`config.mk`:
```
export PLATFORM = sky130hd
export DESIGN_NAME = nave_controle_flat
export DESIGN_NICKNAME = d
export VERILOG_FILES = /design/src/rtl/nave_controle_if.sv /design/src/rtl/nave_controle.sv /design/src/flat_wrapper.sv
export SDC_FILE = /design/constraint.sdc
export NUM_CORES = 1
export LEC_CHECK = 0
export CORE_UTILIZATION = 45
export CTS_CLUSTER_DIAMETER = 30
export DETAILED_ROUTE_END_ITERATION = 6
export GPL_TIMING_DRIVEN = 0
export PLACE_DENSITY = 0.8
export SLEW_MARGIN = 20
export SYNTH_ARGS = -nofsm -noshare
export SYNTH_HDL_FRONTEND = slang
export SYNTH_SLANG_ARGS = --single-unit
```
`constraint.sdc`:
```
create_clock -name clk -period 6.8 [get_ports clk]
set_input_delay 1.36 -clock clk [delete_from_list [all_inputs] [get_ports clk]]
set_output_delay 1.36 -clock clk [all_outputs]
set_load 0.1 [all_outputs]
```
`src/rtl/nave_controle_if.sv`:
```
// Shot request/acknowledge channel between the ship controller and the projectile logic.
interface nave_controle_if;
  logic        shot_req;
  logic [10:0] shot_x;
  logic        shot_ack;

  modport master (output shot_req, output shot_x, input shot_ack);
  modport slave  (input shot_req, input shot_x, output shot_ack);
endinterface

```
`src/rtl/nave_controle.sv`:
```
// Player ship control: button sync/debounce, frame-rate motion with acceleration and
// edge clamping, and fire requests with a frame-based cooldown.
module nave_controle #(
  parameter int SCREEN_W        = 640,
  parameter int SHIP_W          = 22,
  parameter int X_MIN           = 0,
  parameter int X_RESET         = 309,
  parameter int FRAME_LINE      = 480,
  parameter int MAX_SPEED       = 4,
  parameter int ACCEL_FRAMES    = 8,
  parameter int COOLDOWN_FRAMES = 15
) (
  input  logic                   clk,
  input  logic                   reset,
  input  logic                   btn_A,
  input  logic                   btn_B,
  input  logic                   btn_C,
  input  logic [9:0]             h_counter,
  input  logic [9:0]             v_counter,
  output logic [10:0]            posX,
  output logic                   frame_tick,
  nave_controle_if.master        shot
);

  localparam int SPD_W = $clog2(MAX_SPEED + 1);
  localparam int ACC_W = (ACCEL_FRAMES > 1) ? $clog2(ACCEL_FRAMES) : 1;
  localparam int CD_W  = $clog2(COOLDOWN_FRAMES + 1);

  localparam logic [10:0] X_LEFT   = 11'(X_MIN);
  localparam logic [10:0] X_RIGHT  = 11'(SCREEN_W - SHIP_W);
  localparam logic [10:0] SHOT_OFS = 11'(SHIP_W / 2 - 1);

  typedef enum logic [1:0] {IDLE, MOVE_L, MOVE_R} state_t;

  // Bit order in the 3-bit button vectors: [0]=left, [1]=right, [2]=fire.
  logic [2:0]       sync1_q, sync1_d, sync2_q, sync2_d;
  logic [2:0]       smp_q, smp_d, deb_q, deb_d;
  logic             cond_q, cond_d, frame_tick_q, frame_tick_d;
  state_t           state_q, state_d, next_state;
  logic [SPD_W-1:0] speed_q, speed_d;
  logic [ACC_W-1:0] acc_q, acc_d, acc_inc;
  logic [10:0]      posX_q, posX_d, step;
  logic             req_q, req_d;
  logic [10:0]      shot_x_q, shot_x_d;
  logic [CD_W-1:0]  cd_q, cd_d;

  logic [2:0] level, eq;
  logic       cond, left, right, fire_rise;

  always_comb begin
    sync1_d      = {btn_C, btn_B, btn_A};
    sync2_d      = sync1_q;
    level        = ~sync2_q;
    cond         = (v_counter == 10'(FRAME_LINE)) && (h_counter == '0);
    cond_d       = cond;
    frame_tick_d = cond & ~cond_q;

    smp_d      = smp_q;
    deb_d      = deb_q;
    state_d    = state_q;
    next_state = state_q;
    speed_d    = speed_q;
    acc_d      = acc_q;
    acc_inc    = acc_q + ACC_W'(1);
    posX_d     = posX_q;
    req_d      = req_q;
    shot_x_d   = shot_x_q;
    cd_d       = cd_q;
    step       = '0;
    eq         = ~(smp_q ^ level);
    fire_rise  = 1'b0;
    left       = deb_q[0] & ~deb_q[1];
    right      = deb_q[1] & ~deb_q[0];

    if (frame_tick_q) begin
      // Debounced level follows only when this tick's sample matches the previous one.
      smp_d     = level;
      deb_d     = (eq & level) | (~eq & deb_q);
      fire_rise = deb_d[2] & ~deb_q[2];

      if (fire_rise && !req_q && (cd_q == '0)) begin
        req_d    = 1'b1;
        shot_x_d = posX_q + SHOT_OFS;
      end
      if (cd_q != '0) cd_d = cd_q - CD_W'(1);

      if (left || right) begin
        next_state = left ? MOVE_L : MOVE_R;
        state_d    = next_state;
        if (state_q != next_state) begin
          step    = 11'd1;
          speed_d = SPD_W'(1);
          acc_d   = '0;
        end else begin
          step = 11'(speed_q);
          if (acc_inc == ACC_W'(ACCEL_FRAMES - 1)) begin
            acc_d = '0;
            if (speed_q < SPD_W'(MAX_SPEED)) speed_d = speed_q + SPD_W'(1);
          end else begin
            acc_d = acc_inc;
          end
        end
        if (left) posX_d = (posX_q < X_LEFT + step) ? X_LEFT : posX_q - step;
        else      posX_d = (posX_q + step > X_RIGHT) ? X_RIGHT : posX_q + step;
      end else begin
        state_d = IDLE;
        speed_d = '0;
        acc_d   = '0;
      end
    end

    // Ack wins over a same-cycle tick decrement so the full cooldown is loaded.
    if (req_q && shot.shot_ack) begin
      req_d = 1'b0;
      cd_d  = CD_W'(COOLDOWN_FRAMES);
    end
  end

  // cond_q resets high so a tick after reset needs a fresh rise of the frame condition.
  always_ff @(posedge clk or posedge reset) begin
    if (reset) begin
      sync1_q      <= '1;
      sync2_q      <= '1;
      smp_q        <= '0;
      deb_q        <= '0;
      cond_q       <= 1'b1;
      frame_tick_q <= 1'b0;
      state_q      <= IDLE;
      speed_q      <= '0;
      acc_q        <= '0;
      posX_q       <= 11'(X_RESET);
      req_q        <= 1'b0;
      shot_x_q     <= '0;
      cd_q         <= '0;
    end else begin
      sync1_q      <= sync1_d;
      sync2_q      <= sync2_d;
      smp_q        <= smp_d;
      deb_q        <= deb_d;
      cond_q       <= cond_d;
      frame_tick_q <= frame_tick_d;
      state_q      <= state_d;
      speed_q      <= speed_d;
      acc_q        <= acc_d;
      posX_q       <= posX_d;
      req_q        <= req_d;
      shot_x_q     <= shot_x_d;
      cd_q         <= cd_d;
    end
  end

  assign posX          = posX_q;
  assign frame_tick    = frame_tick_q;
  assign shot.shot_req = req_q;
  assign shot.shot_x   = shot_x_q;

endmodule

```
`src/flat_wrapper.sv`:
```
// flat-port wrapper written by rule: the top's interface ports become plain ports
module nave_controle_flat 
#(
  parameter int SCREEN_W        = 640,
  parameter int SHIP_W          = 22,
  parameter int X_MIN           = 0,
  parameter int X_RESET         = 309,
  parameter int FRAME_LINE      = 480,
  parameter int MAX_SPEED       = 4,
  parameter int ACCEL_FRAMES    = 8,
  parameter int COOLDOWN_FRAMES = 15
)
  (clk, reset, btn_A, btn_B, btn_C, h_counter, v_counter, posX, frame_tick, shot_shot_req, shot_shot_x, shot_shot_ack);
  nave_controle_if shot_i ();
  input  logic clk;
  input  logic reset;
  input  logic btn_A;
  input  logic btn_B;
  input  logic btn_C;
  input  logic [9:0] h_counter;
  input  logic [9:0] v_counter;
  output logic [10:0] posX;
  output logic frame_tick;
  output wire logic [$bits(shot_i.shot_req)-1:0] shot_shot_req;
  output wire logic [$bits(shot_i.shot_x)-1:0] shot_shot_x;
  input wire logic [$bits(shot_i.shot_ack)-1:0] shot_shot_ack;
  assign shot_shot_req = shot_i.shot_req;
  assign shot_shot_x = shot_i.shot_x;
  assign shot_i.shot_ack = shot_shot_ack;
  nave_controle #(.SCREEN_W(SCREEN_W), .SHIP_W(SHIP_W), .X_MIN(X_MIN), .X_RESET(X_RESET), .FRAME_LINE(FRAME_LINE), .MAX_SPEED(MAX_SPEED), .ACCEL_FRAMES(ACCEL_FRAMES), .COOLDOWN_FRAMES(COOLDOWN_FRAMES)) u_core (.clk(clk), .reset(reset), .btn_A(btn_A), .btn_B(btn_B), .btn_C(btn_C), .h_counter(h_counter), .v_counter(v_counter), .posX(posX), .frame_tick(frame_tick), .shot(shot_i));
endmodule
```
==> impl_metrics.env <==
export IMPL_drv_slew=0
export IMPL_worst_skew_pair_late_latency_ns=0.30
export IMPL_slowest_stage="or4_4"
export IMPL_cts_resized=0
export IMPL_final_nets=429
export IMPL_antenna_found_initial=0
export IMPL_slew_headroom=0.3402
export IMPL_timing_setup_tns_ns=0
export IMPL_syn_mean_instance_area_um2=9.354
export IMPL_yosysSeqAreaShare=0.4021
export IMPL_power_density_nw_per_um2=149.0
export IMPL_die_area_um2=7194
export IMPL_first_pass_iters=6
export IMPL_die_h_um=84.82
export IMPL_floorplan_initialDensity=0.4752
export IMPL_cts_max_path_buffers=2
export IMPL_r2r_setup_slack_ns=3.32
export IMPL_path_cells="inv_1, ha_1, nand2_1, o21ai_1, nand2_1, fa_1, o21ba_2, or4_4, and2_1, nand2b_1, a211oi_2, o31ai_1"
export IMPL_io_buffer_count=49
export IMPL_criticalPathCategory="flip-flop to flip-flop"
export IMPL_post_cts_buffers=0
export IMPL_cts_root_buffer="clkbuf_8"
export IMPL_synth_most_common_cell="dfrtp_1"
export IMPL_cts_tree="built"
export IMPL_cp_data_required_time_ns=7.00
export IMPL_synthDistinctLibCells=64
export IMPL_syn_inst=330
export IMPL_drc=2
export IMPL_area_delta_synth_final_pct=24.12
export IMPL_rsz0062_at_grt="false"
export IMPL_synth_seq_cells=49
export IMPL_cts_inserted_buffers=5
export IMPL_tightest_slew_ns=0.9866
export IMPL_hold_path_class="flip-flop to flip-flop"
export IMPL_via_per_inst=5.744
export IMPL_cpMostUsedCell="nand2_1"
export IMPL_synth_edf_count=0
export IMPL_finalWirelength_um=6770
export IMPL_cp_arrival_ns=3.68
export IMPL_synthDominantCellAreaShare=0.3000
export IMPL_finalClockSkew_ns=0.005717
export IMPL_synth_largest_area_cell="dfrtp_1"
export IMPL_grt_pass1_wl_um=11640
export IMPL_pin_count=50
export IMPL_syn_num_nets=372
export IMPL_drive_gt1_frac=0.1160
export IMPL_rows=29
export IMPL_via_count=2671
export IMPL_clock_sinks=49
export IMPL_hpwl_um=5273
export IMPL_grt_max_degree=33
export IMPL_start_kind="flip-flop"
export IMPL_netlist_area_um2=3087
export IMPL_irDropWorstVdd_v=0.0001385
export IMPL_synth_top_cells_by_count="dfrtp_1, nand2_1, nor2_1"
export IMPL_drt_first_iter_violations=146
export IMPL_fmax_mhz=287.7
export IMPL_h_tree_depth=2
export IMPL_final_hold_viol_count=0
export IMPL_synthTopCellsByArea="dfrtp_1, dfstp_2, ha_1"
export IMPL_drv_cap=0
export IMPL_ant_nets=0
export IMPL_min_period_ns=3.476
export IMPL_post_route_period_util=0.5112
export IMPL_core_area_um2=6495
export IMPL_wire_per_inst_um=14.56
export IMPL_overflow=0
export IMPL_grt_pass1_vias=2607
export IMPL_violations="DRC"
export IMPL_path_max_fanout=7
export IMPL_clkSlewWorstSetupHoldPaths_ns=0.10
export IMPL_nFillCells=575
export IMPL_grt_usage=0.1995
export IMPL_async_flop_share=1.000
export IMPL_place_congestion=0.8906
export IMPL_crit_path_end_kind="flip-flop"
export IMPL_outcome="finished with violations"
export IMPL_ys_flop_type="dfrtp_1"
export IMPL_power_uw=570.8
export IMPL_cellLeakagePower_uw=0.001532
export IMPL_max_stage_delay_ns=0.53
export IMPL_diodes=0
export IMPL_dieWidth_um=84.82
export IMPL_cts_hold_buf=0
export IMPL_ys_warnings_count=0
export IMPL_setup_viol=0
==> path summary, 6_finish.rpt <==
path / start / end / cells after the start
max: flip-flop / u_core.posX[6]$_DFFE_PP0P_ / 12
max in group asynchronous: reset / u_core.cond_q$_DFF_PP1_ / 3
min in group asynchronous: reset / u_core.shot.shot_x[1]$_DFFE_PP0P_ / 2
max reg2reg: flip-flop / u_core.posX[6]$_DFFE_PP0P_ / 12
min reg2reg: u_core.sync1_q[0]$_DFF_PP1_ / u_core.sync2_q[0]$_DFF_PP1_ / 0
min: u_core.sync1_q[0]$_DFF_PP1_ / u_core.sync2_q[0]$_DFF_PP1_ / 0
==> cell usage in the layout (no fill, tap or decap), types with 5 or more instances in the layout <==
| cell type | count |
|---|---|
| o21ai_0 | 20 |
| o21ai_1 | 7 |
| clkbuf_8 | 5 |
| ha_1 | 14 |
| nand3_1 | 6 |
| and2_1 | 5 |
| xnor2_1 | 11 |
| nor4b_1 | 5 |
| clkbuf_1 | 9 |
| inv_1 | 16 |
| nor3_1 | 9 |
| o31ai_1 | 6 |
| a31oi_1 | 5 |
| clkdlybuf4s50_1 | 49 |
| xor2_1 | 6 |
| dfstp_2 | 12 |
| nand2_1 | 31 |
| nor2_1 | 26 |
| a21oi_1 | 23 |
| dfrtp_1 | 37 |
| nand2b_1 | 6 |
==> state kept, by name, summed over array words and instances, names as in the netlist, named ones only <==
name,cells
u_core.shot.shot_req,1
u_core.cd_q,4
u_core.acc_q,3
u_core.sync1_q,3
u_core.state_q,2
u_core.shot.shot_x,11
u_core.smp_q,3
u_core.frame_tick,1
u_core.sync2_q,3
u_core.speed_q,3
u_core.deb_q,1
u_core.posX,11
u_core.cond_q,1
==> metrics by stage <==
stage / setup slack (ns) / util / hold WS [ns] / cell area, um2 / instances
2_1_floorplan: 3.680 / - / 0.3452 / 3087 / 330
3_3_place_gp: 3.390 / 0.5656 / 0.3464 / 3674 / 456
3_5_place_dp: 3.343 / 0.5687 / 0.3490 / 3694 / 457
4_1_cts: 3.304 / 0.5899 / 0.3631 / 3831 / 465
5_1_grt: 3.034 / 0.5899 / 0.3687 / 3831 / 465
6_report: 3.324 / 0.5899 / 0.3616 / 3831 / 465
==> area by class of cell <==
type                    count  area, um2  share of cell area
multi-input cells         247       1697              0.4428
flip-flops and latches     49       1241              0.3240
repair buffers             50      510.5              0.1332
well taps                  77      96.34             0.02515
plain buffers              17      85.08             0.02221
clock buffers               5      68.82             0.01796
clock inverters             3      68.82             0.01796
inverters                  17      63.81             0.01666
==> layer usage <==
| layer | routed length (um) | GRT usage | vias to the layer above |
|---|---|---|---|
| li1 | - | - | 1302 |
| met1 | 2915 | 0.2470 | 1283 |
| met2 | 3495 | 0.3614 | 74 |
| met3 | 251 | 0.03599 | 12 |
| met4 | 107 | 0.04777 | 0 |
| met5 | 0 | 0 | - |
==> power breakdown <==
part	switching (uW)	internal, uW
registers	0.761	295
clock network	105	148
logic	8.31	14.3
==> critical path: cells and delay by family (launching register included) <==
family	cells	cell delay, ns
AND/OR/NAND/NOR	5	1.15
AO/OA/AOI/OAI	4	1.03
adder cells (fa/ha/maj)	2	0.72
flip-flops	1	0.42
buffers and inverters	1	0.06
==> logic make-up (layout without fill, tap and decap cells) <==
kind of cell,after synthesis,in the layout,synth area share
muxes,10,10,0.03526
xor gates and xnor gates,17,17,0.04824
AOI/OAI and AO/OA,93,93,0.1990
and+or+nand+nor,111,111,0.1974
adders and majority gates,16,16,0.06972
buffers and inverters,34,92,0.04824
DFF,49,49,0.4021
Note: power is estimated with default switching activity, not from simulation.
